==> src/rtl/alu_result_stage_if.sv <==
// Handshake bundle between ALU producer, result stage and bus consumer.
// Producer/consumer side is the master; the result stage is the slave.
interface alu_result_stage_if #(
    parameter int WIDTH = 32,
    parameter int TAG_W = 5
);
    logic             in_valid;
    logic             in_ready;
    logic [WIDTH-1:0] in_lo;
    logic [WIDTH-1:0] in_hi;
    logic [TAG_W-1:0] in_tag;
    logic             out_valid;
    logic             out_ready;
    logic [WIDTH-1:0] z_lo;
    logic [WIDTH-1:0] z_hi;
    logic [TAG_W-1:0] z_tag;
    logic             z_zero;
    logic             z_neg;

    modport master (
        output in_valid, in_lo, in_hi, in_tag, out_ready,
        input  in_ready, out_valid, z_lo, z_hi, z_tag, z_zero, z_neg
    );

    modport slave (
        input  in_valid, in_lo, in_hi, in_tag, out_ready,
        output in_ready, out_valid, z_lo, z_hi, z_tag, z_zero, z_neg
    );
endinterface

==> src/rtl/alu_result_stage.sv <==
// Registered ALU result stage: 2-entry skid buffer holding {hi,lo,tag}
// plus zero/neg flags of the low word, captured at push time.
module alu_result_stage #(
    parameter int WIDTH = 32,
    parameter int TAG_W = 5
) (
    input  logic              clock,
    input  logic              clear,
    alu_result_stage_if.slave bus
);
    localparam logic [1:0] S_EMPTY = 2'd0;
    localparam logic [1:0] S_ONE   = 2'd1;
    localparam logic [1:0] S_TWO   = 2'd2;

    typedef struct packed {
        logic [WIDTH-1:0] hi;
        logic [WIDTH-1:0] lo;
        logic [TAG_W-1:0] tag;
        logic             zero;
        logic             neg;
    } ent_t;

    logic [1:0] state_q, state_d;
    ent_t       head_q, head_d;
    ent_t       tail_q, tail_d;
    ent_t       new_ent;
    logic       in_ready;
    logic       out_valid;
    logic       push;
    logic       pop;

    assign in_ready  = (state_q != S_TWO);
    assign out_valid = (state_q != S_EMPTY);
    assign push      = bus.in_valid & in_ready;
    assign pop       = out_valid & bus.out_ready;

    assign new_ent.hi   = bus.in_hi;
    assign new_ent.lo   = bus.in_lo;
    assign new_ent.tag  = bus.in_tag;
    assign new_ent.zero = (bus.in_lo == '0);
    assign new_ent.neg  = bus.in_lo[WIDTH-1];

    // Occupancy FSM; vacated entries are zeroed so no stale data shows on z_*
    always_comb begin
        state_d = state_q;
        head_d  = head_q;
        tail_d  = tail_q;
        case (state_q)
            S_EMPTY: begin
                if (push) begin
                    head_d  = new_ent;
                    state_d = S_ONE;
                end
            end
            S_ONE: begin
                if (push && pop) begin
                    head_d = new_ent;
                end else if (push) begin
                    tail_d  = new_ent;
                    state_d = S_TWO;
                end else if (pop) begin
                    head_d  = '0;
                    state_d = S_EMPTY;
                end
            end
            S_TWO: begin
                if (pop) begin
                    head_d  = tail_q;
                    tail_d  = '0;
                    state_d = S_ONE;
                end
            end
            default: begin
                head_d  = '0;
                tail_d  = '0;
                state_d = S_EMPTY;
            end
        endcase
    end

    // State and entry registers, cleared asynchronously
    always_ff @(posedge clock or negedge clear) begin
        if (!clear) begin
            state_q <= S_EMPTY;
            head_q  <= '0;
            tail_q  <= '0;
        end else begin
            state_q <= state_d;
            head_q  <= head_d;
            tail_q  <= tail_d;
        end
    end

    assign bus.in_ready  = in_ready;
    assign bus.out_valid = out_valid;
    assign bus.z_lo      = head_q.lo;
    assign bus.z_hi      = head_q.hi;
    assign bus.z_tag     = head_q.tag;
    assign bus.z_zero    = head_q.zero;
    assign bus.z_neg     = head_q.neg;
endmodule

==> src/flat_wrapper.sv <==
// flat-port wrapper written by rule: the top's interface ports become plain ports
module alu_result_stage_flat 
#(
    parameter int WIDTH = 32,
    parameter int TAG_W = 5
)
  (clock, clear, bus_in_valid, bus_in_lo, bus_in_hi, bus_in_tag, bus_out_ready, bus_in_ready, bus_out_valid, bus_z_lo, bus_z_hi, bus_z_tag, bus_z_zero, bus_z_neg);
  alu_result_stage_if #(.WIDTH(WIDTH), .TAG_W(TAG_W)) bus_i ();
  input  logic clock;
  input  logic clear;
  input wire logic [$bits(bus_i.in_valid)-1:0] bus_in_valid;
  input wire logic [$bits(bus_i.in_lo)-1:0] bus_in_lo;
  input wire logic [$bits(bus_i.in_hi)-1:0] bus_in_hi;
  input wire logic [$bits(bus_i.in_tag)-1:0] bus_in_tag;
  input wire logic [$bits(bus_i.out_ready)-1:0] bus_out_ready;
  output wire logic [$bits(bus_i.in_ready)-1:0] bus_in_ready;
  output wire logic [$bits(bus_i.out_valid)-1:0] bus_out_valid;
  output wire logic [$bits(bus_i.z_lo)-1:0] bus_z_lo;
  output wire logic [$bits(bus_i.z_hi)-1:0] bus_z_hi;
  output wire logic [$bits(bus_i.z_tag)-1:0] bus_z_tag;
  output wire logic [$bits(bus_i.z_zero)-1:0] bus_z_zero;
  output wire logic [$bits(bus_i.z_neg)-1:0] bus_z_neg;
  assign bus_i.in_valid = bus_in_valid;
  assign bus_i.in_lo = bus_in_lo;
  assign bus_i.in_hi = bus_in_hi;
  assign bus_i.in_tag = bus_in_tag;
  assign bus_i.out_ready = bus_out_ready;
  assign bus_in_ready = bus_i.in_ready;
  assign bus_out_valid = bus_i.out_valid;
  assign bus_z_lo = bus_i.z_lo;
  assign bus_z_hi = bus_i.z_hi;
  assign bus_z_tag = bus_i.z_tag;
  assign bus_z_zero = bus_i.z_zero;
  assign bus_z_neg = bus_i.z_neg;
  alu_result_stage #(.WIDTH(WIDTH), .TAG_W(TAG_W)) u_core (.clock(clock), .clear(clear), .bus(bus_i));
endmodule
==> config.mk <==
export PLATFORM = sky130hd
export DESIGN_NAME = alu_result_stage_flat
export DESIGN_NICKNAME = d
export VERILOG_FILES = /design/src/rtl/alu_result_stage_if.sv /design/src/rtl/alu_result_stage.sv /design/src/flat_wrapper.sv
export SDC_FILE = /design/constraint.sdc
export NUM_CORES = 1
export LEC_CHECK = 0
export CAP_MARGIN = 20
export CORE_UTILIZATION = 53
export DETAILED_ROUTE_END_ITERATION = 10
export GPL_ROUTABILITY_DRIVEN = 0
export PLACE_DENSITY_LB_ADDON = 0.2
export SYNTH_ARGS = -nofsm -noshare
export SYNTH_HDL_FRONTEND = slang
export SYNTH_SLANG_ARGS = --single-unit
export TNS_END_PERCENT = 1
==> constraint.sdc <==
create_clock -name clock -period 2.8 [get_ports clock]
set_input_delay 0.7 -clock clock [delete_from_list [all_inputs] [get_ports clock]]
set_output_delay 0.7 -clock clock [all_outputs]
set_load 0.02 [all_outputs]
Yosys cells after proc, flatten, opt, wreduce, memory -nomap -nowiden --
Index checks and enable logic that the tools add are counted.
Word-level totals: word-level logic and storage cells 45, output and inout bits 73, flip-flop bits (word level) 144
Operators by class: reductions and logical operators 7, equality and inequality tests 10, mux-type cells 14, bitwise operators 3
Operators by type and width (count):
- 71-bit two-way mux | 6
- 71-bit one-hot mux with 3 select lines | 2
- 32-bit logical NOT | 1
- 4-bit AND reduction | 3
- 2-bit two-way mux | 5
- 2-bit by 1-bit inequality test with 1-bit output (second input constant) | 3
- 3-bit by 1-bit inequality test with 1-bit output (second input constant) | 2
- 2-bit one-hot mux with 3 select lines | 1
- 2-bit inequality test (second input constant) | 2
- 3-bit inequality test (second input constant) | 1
- 1-bit bitwise AND | 2
- 2-bit by 1-bit equality test with 1-bit output (second input constant) | 1
- 2-bit equality test (second input constant) | 1
- 2-bit logical NOT | 1
- 2-bit nonzero test | 1
- 1-bit logical AND | 1
- 1-bit inverter | 1

Longest topological paths before layout --
Gate-level depths: netlist of run 1.
depth in word-level cells 6, mapped depth 8, depth with buffers taken out 4

Least setup slack after synthesis of run 1 --
OpenSTA, ideal clock, no wires.
kind input-to-reg, start point input bus_out_ready, end point register u_core.head_q, in the netlist u_core.bus.z_lo[21], required time 2673 ps, arrival 1656 ps, path buffers 3, slack 1017 ps, stages on the path 7, cells stage by stage buf_4 > inv_1 > nor2_2 > buf_2 > buf_2 > a222oi_1 > inv_1
Between the ends: cells in the longest elaborated chain, start to end 4
Ends and longest elaborated chain:
- start: declaration | line flat_wrapper.sv:15 | input wire logic [$bits(bus_i.out_ready)-1:0] bus_out_ready;
- 1-bit bitwise AND * | line alu_result_stage.sv:35 | assign pop = out_valid & bus.out_ready;
- 1-bit logical AND | line alu_result_stage.sv:56 | if (push && pop) begin
- 3-bit inequality test (no source line), or another cell as far along
- 4-bit AND reduction (no source line) / 71-bit one-hot mux with 3 select lines (equally long branches)
- end signal: assignment | line alu_result_stage.sv:85 | head_q <= '0;
- end signal: assignment | line alu_result_stage.sv:89 | head_q <= head_d;
- end: declaration | line alu_result_stage.sv:24 | ent_t head_q, head_d;
Mark *: on every way between the ends. The rest lies on a longest branch, timed or not. A chain may end at the register's enable or synchronous reset.

Final worst setup path of run 1 --
start point register u_core.state_q[1], end point output bus_out_valid
Between the ends: cells in the longest elaborated chain, start to end 1
Ends and longest elaborated chain:
- start: declaration | line alu_result_stage.sv:23 | logic [1:0] state_q, state_d;
- start signal: assignment | line alu_result_stage.sv:88 | state_q <= state_d;
- 2-bit nonzero test | line alu_result_stage.sv:33 | assign out_valid = (state_q != S_EMPTY);
- end: declaration | line flat_wrapper.sv:17 | output wire logic [$bits(bus_i.out_valid)-1:0] bus_out_valid;
No other way between the ends.

==> impl_metrics.py, run 1 <==
metrics = {
    "global_route": {
        "pin_count_of_the_biggest_net_entering_global_routing": 108,
        "first_global_vias": 4955,
        "number_of_antenna_violations_at_the_first_check_in_global_routing": 0,
        "gr-total-overflow": 0,
        "gr-usage-all-layers_pct": 28.2,
        "grt_pass1_wl_mm": 24.9,
    },
    "sta": {
        "finalCritPeriodShare_pct": 96.6,
        "maxClockFrequency_mhz": 370,
        "grt_setup_unrepaired": "false",
        "fin_setup_tns_ns": 0,
        "period_needed_ns": 2.70,
        "worstMarginPinSlew_ns": 0.855,
        "setup_violations": 0,
        "final_max_slew_viol_count": 0,
        "maxSlewHeadroom_pct": 42.9,
        "final_count_of_hold_timing_violations": 0,
        "clock_skew_ns": 0.00802,
    },
    "placed_design": {
        "port-buffer-count": 145,
        "place_hpwl_mm": 9.50,
        "dpl.cell_count": 818,
    },
    "worst_setup_path": {
        "critical_path.max_stage_delay_ns": 0.66,
        "worst_path_dominant_cell_family": "flip-flops",
        "arrival_ns": 2.00,
        "setup.worst_path.end_class": "output port",
        "crit_required_ns": 2.10,
        "series_of_cell_instances_along_the_critical_path": "or2_2, clkdlybuf4s50_1",
        "cp_slowest_cell": "sky130_fd_sc_hd__dfrtp_1",
        "crit_fanout": 9,
        "cp.buffers_inverters": 1,
        "worst-setup-path-type": "reg2out",
        "timing.critical_path.from_type": "register",
    },
    "clock_tree": {
        "clock_insertion_delay_worst_skew_ns": 0.53,
        "ctsRootBufferMaster": "sky130_fd_sc_hd__clkbuf_8",
        "ctsHoldBuffers": 0,
        "cts.path.max_buffers": 2,
        "cts_resized": 0,
        "clk_transition_reported_paths_ns": 0.06,
        "clock_tree_from_tritoncts": "yes",
        "cts_setup_buffers": 0,
        "cts_num_sinks": 142,
        "cts_buffers": 17,
        "cts-htree-levels": 4,
    },
    "power_and_ir_drop": {
        "cellLeakagePower_nw": 3.80,
        "powerDensity_nw_per_um2": 896,
        "worst_ir_drop_vdd_mv": 0.495,
    },
    "synthesis": {
        "synthDominantAreaCellType": "sky130_fd_sc_hd__dfrtp_1",
        "postSynthCellCount": 568,
        "synth.net_count": 641,
        "netlist_area_um2": 5860,
        "ys_seq_elements": 142,
        "synth_area_per_cell_um2": 10.3,
        "synth_top_cell_area_share_pct": 60.7,
        "synth-warning-count": 0,
        "ys_seq_area_share_pct": 60.7,
        "yosys.cell_types.count": 28,
        "synthTopCellsByArea": "sky130_fd_sc_hd__dfrtp_1 61%, sky130_fd_sc_hd__a222oi_1 12%, sky130_fd_sc_hd__nand2_1 8.9%",
    },
    "routing": {
        "initialDrtViolationCount": 785,
        "routed_wire_length_per_instance_um": 18.3,
        "final_antenna_net_count": 0,
        "first_pass_iteration_count_of_the_detailed_router": 11,
        "post-route-drc-count": 4,
        "route.detailed.vias_per_inst": 5.87,
        "drt-total-wl_mm": 15.5,
        "num_vias": 4977,
    },
    "cells_and_area": {
        "antenna_cells_inserted": 0,
        "flow.area_growth_from_synthesis_pct": 36.5,
        "layout.nets": 770,
        "drive_gt1_share_pct": 7.20,
        "layout.cells.most_common": "sky130_fd_sc_hd__clkdlybuf4s50_1",
        "final_cell_count_no_fill": 848,
        "final_cell_mix": "144 x sky130_fd_sc_hd__clkdlybuf4s50_1, 142 x sky130_fd_sc_hd__dfrtp_1, 139 x sky130_fd_sc_hd__nand2_1, 70 x sky130_fd_sc_hd__inv_1, 69 x sky130_fd_sc_hd__a222oi_1",
    },
    "floorplan": {
        "num_rows": 38,
        "starting_density_pct": 54.3,
        "die_h_um": 107,
        "boundaryPins": 146,
        "floorplan.die.width_um": 107,
        "area_of_the_core_um2": 10800,
        "design.die.area_um2": 11500,
    },
    "outcome": {
        "outcome": "finished, violations left",
        "failed_checks": "DRC",
    },
    "run": {
        "cap_violations": 0,
    },
    "hold_path": {
        "min-delay-path-class": "in2async",
    },
}
==> state kept, by name (all words and copies together) (netlist names) <==
name / flops
u_core.bus.z_hi: 32
u_core.bus.z_lo: 32
u_core.bus.z_tag: 5
u_core.bus.z_zero: 1
u_core.state_q: 2
u_core.tail_q: 70
==> routing by layer <==
layer  GRT usage, %  share of wire (%)
met1           35.8                 40
met2           47.0                 51
met3           7.60                7.7
met4           9.49                1.5
met5              0                  0
==> worst paths after layout <==
path / slack, ns / startpoint / cells after the start / to
max: 0.1 / u_core.state_q[1]$_DFFE_PN0P_ / 2 / bus_out_valid
min: 0.12 / clear / 1 / u_core.bus.z_lo[3]$_DFFE_PN0P_
max reg2reg: 0.68 / u_core.state_q[1]$_DFFE_PN0P_ / 5 / u_core.bus.z_lo[12]$_DFFE_PN0P_
min reg2reg: 0.48 / u_core.tail_q[20]$_DFFE_PN0P_ / 2 / u_core.bus.z_lo[13]$_DFFE_PN0P_
max in group asynchronous: 1.97 / clear / 2 / u_core.tail_q[61]$_DFFE_PN0P_
min in group clock: 0.48 / u_core.tail_q[20]$_DFFE_PN0P_ / 2 / u_core.bus.z_lo[13]$_DFFE_PN0P_
==> logic make-up after synthesis <==
logic type	Yosys count	share of synthesized area, %
and+or+nand+nor	161	11.3
buffers and inverters	117	8.53
muxes	2	0.449
xor gates and xnor gates	1	0.150
AOI/OAI and AO/OA	145	18.9
DFF	142	60.7
==> worst reg2reg max path, delay by kind of cell, from the launching register on <==
family / cells / cell delay, ns
compound gates: 2 / 0.61
flops: 1 / 0.66
mux: 1 / 0.36
buf+inv: 2 / 0.42
==> per-stage QoR <==
| stage | instance area, um^2 | hold WS (ns) | total power [mW] | utilization (%) | setup WS [ns] |
|---|---|---|---|---|---|
| floorplan | 5860 | 0.404 | 4.07 | - | 1.02 |
| global placement | 7430 | 0.462 | 4.94 | 68.9 | 0.105 |
| detailed placement | 7430 | 0.468 | 5.04 | 68.9 | 0.0367 |
| CTS | 7990 | 0.136 | 7.18 | 74.0 | 0.0875 |
| global route | 7990 | 0.149 | 7.52 | 74.0 | 0.0313 |
| finish | 7990 | 0.118 | 7.16 | 74.0 | 0.0964 |
==> where the power goes <==
part           leakage, nW  switching [mW]  internal, mW
clock network        0.272           0.810          1.31
logic                 1.67            1.17         0.919
registers             1.85           0.349          2.61
total                 3.80            2.32          4.83
==> synth_stat cells (all sizes together) <==
master,n
inv,70
xnor2,1
nand4,2
nand2,139
a221o,1
a22o,1
nand2b,1
o21ai,69
a21oi,1
clkbuf,21
o2bb2ai,1
a222oi,69
dfrtp,142
nor2b,4
or2,1
nor2,5
a22oi,1
nor4,8
nor3b,1
buf,26
o22ai,2
mux2,2
==> final cells by class <==
cell class                 count  area, um^2
clock inverter                 5        55.1
fill                         750        2800
inverter                      70         263
multi-input combinational    309        1840
timing repair buffer         157        1610
clock buffer                  25         504
sequential                   142        3550
tap                          140         175
(Power assumes the default switching activity.)
==> run 2, diff against run 1 <==
--- a/config.mk
+++ b/config.mk
@@ -5,6 +5,7 @@
 export SDC_FILE = /design/constraint.sdc
 export NUM_CORES = 1
 export LEC_CHECK = 0
+export ABC_CLOCK_PERIOD_IN_PS = 2800
 export CAP_MARGIN = 20
 export CORE_UTILIZATION = 53
 export DETAILED_ROUTE_END_ITERATION = 10
==> results of run 2 <==
Final layout, timing and power as in run 1 (identical DEF).
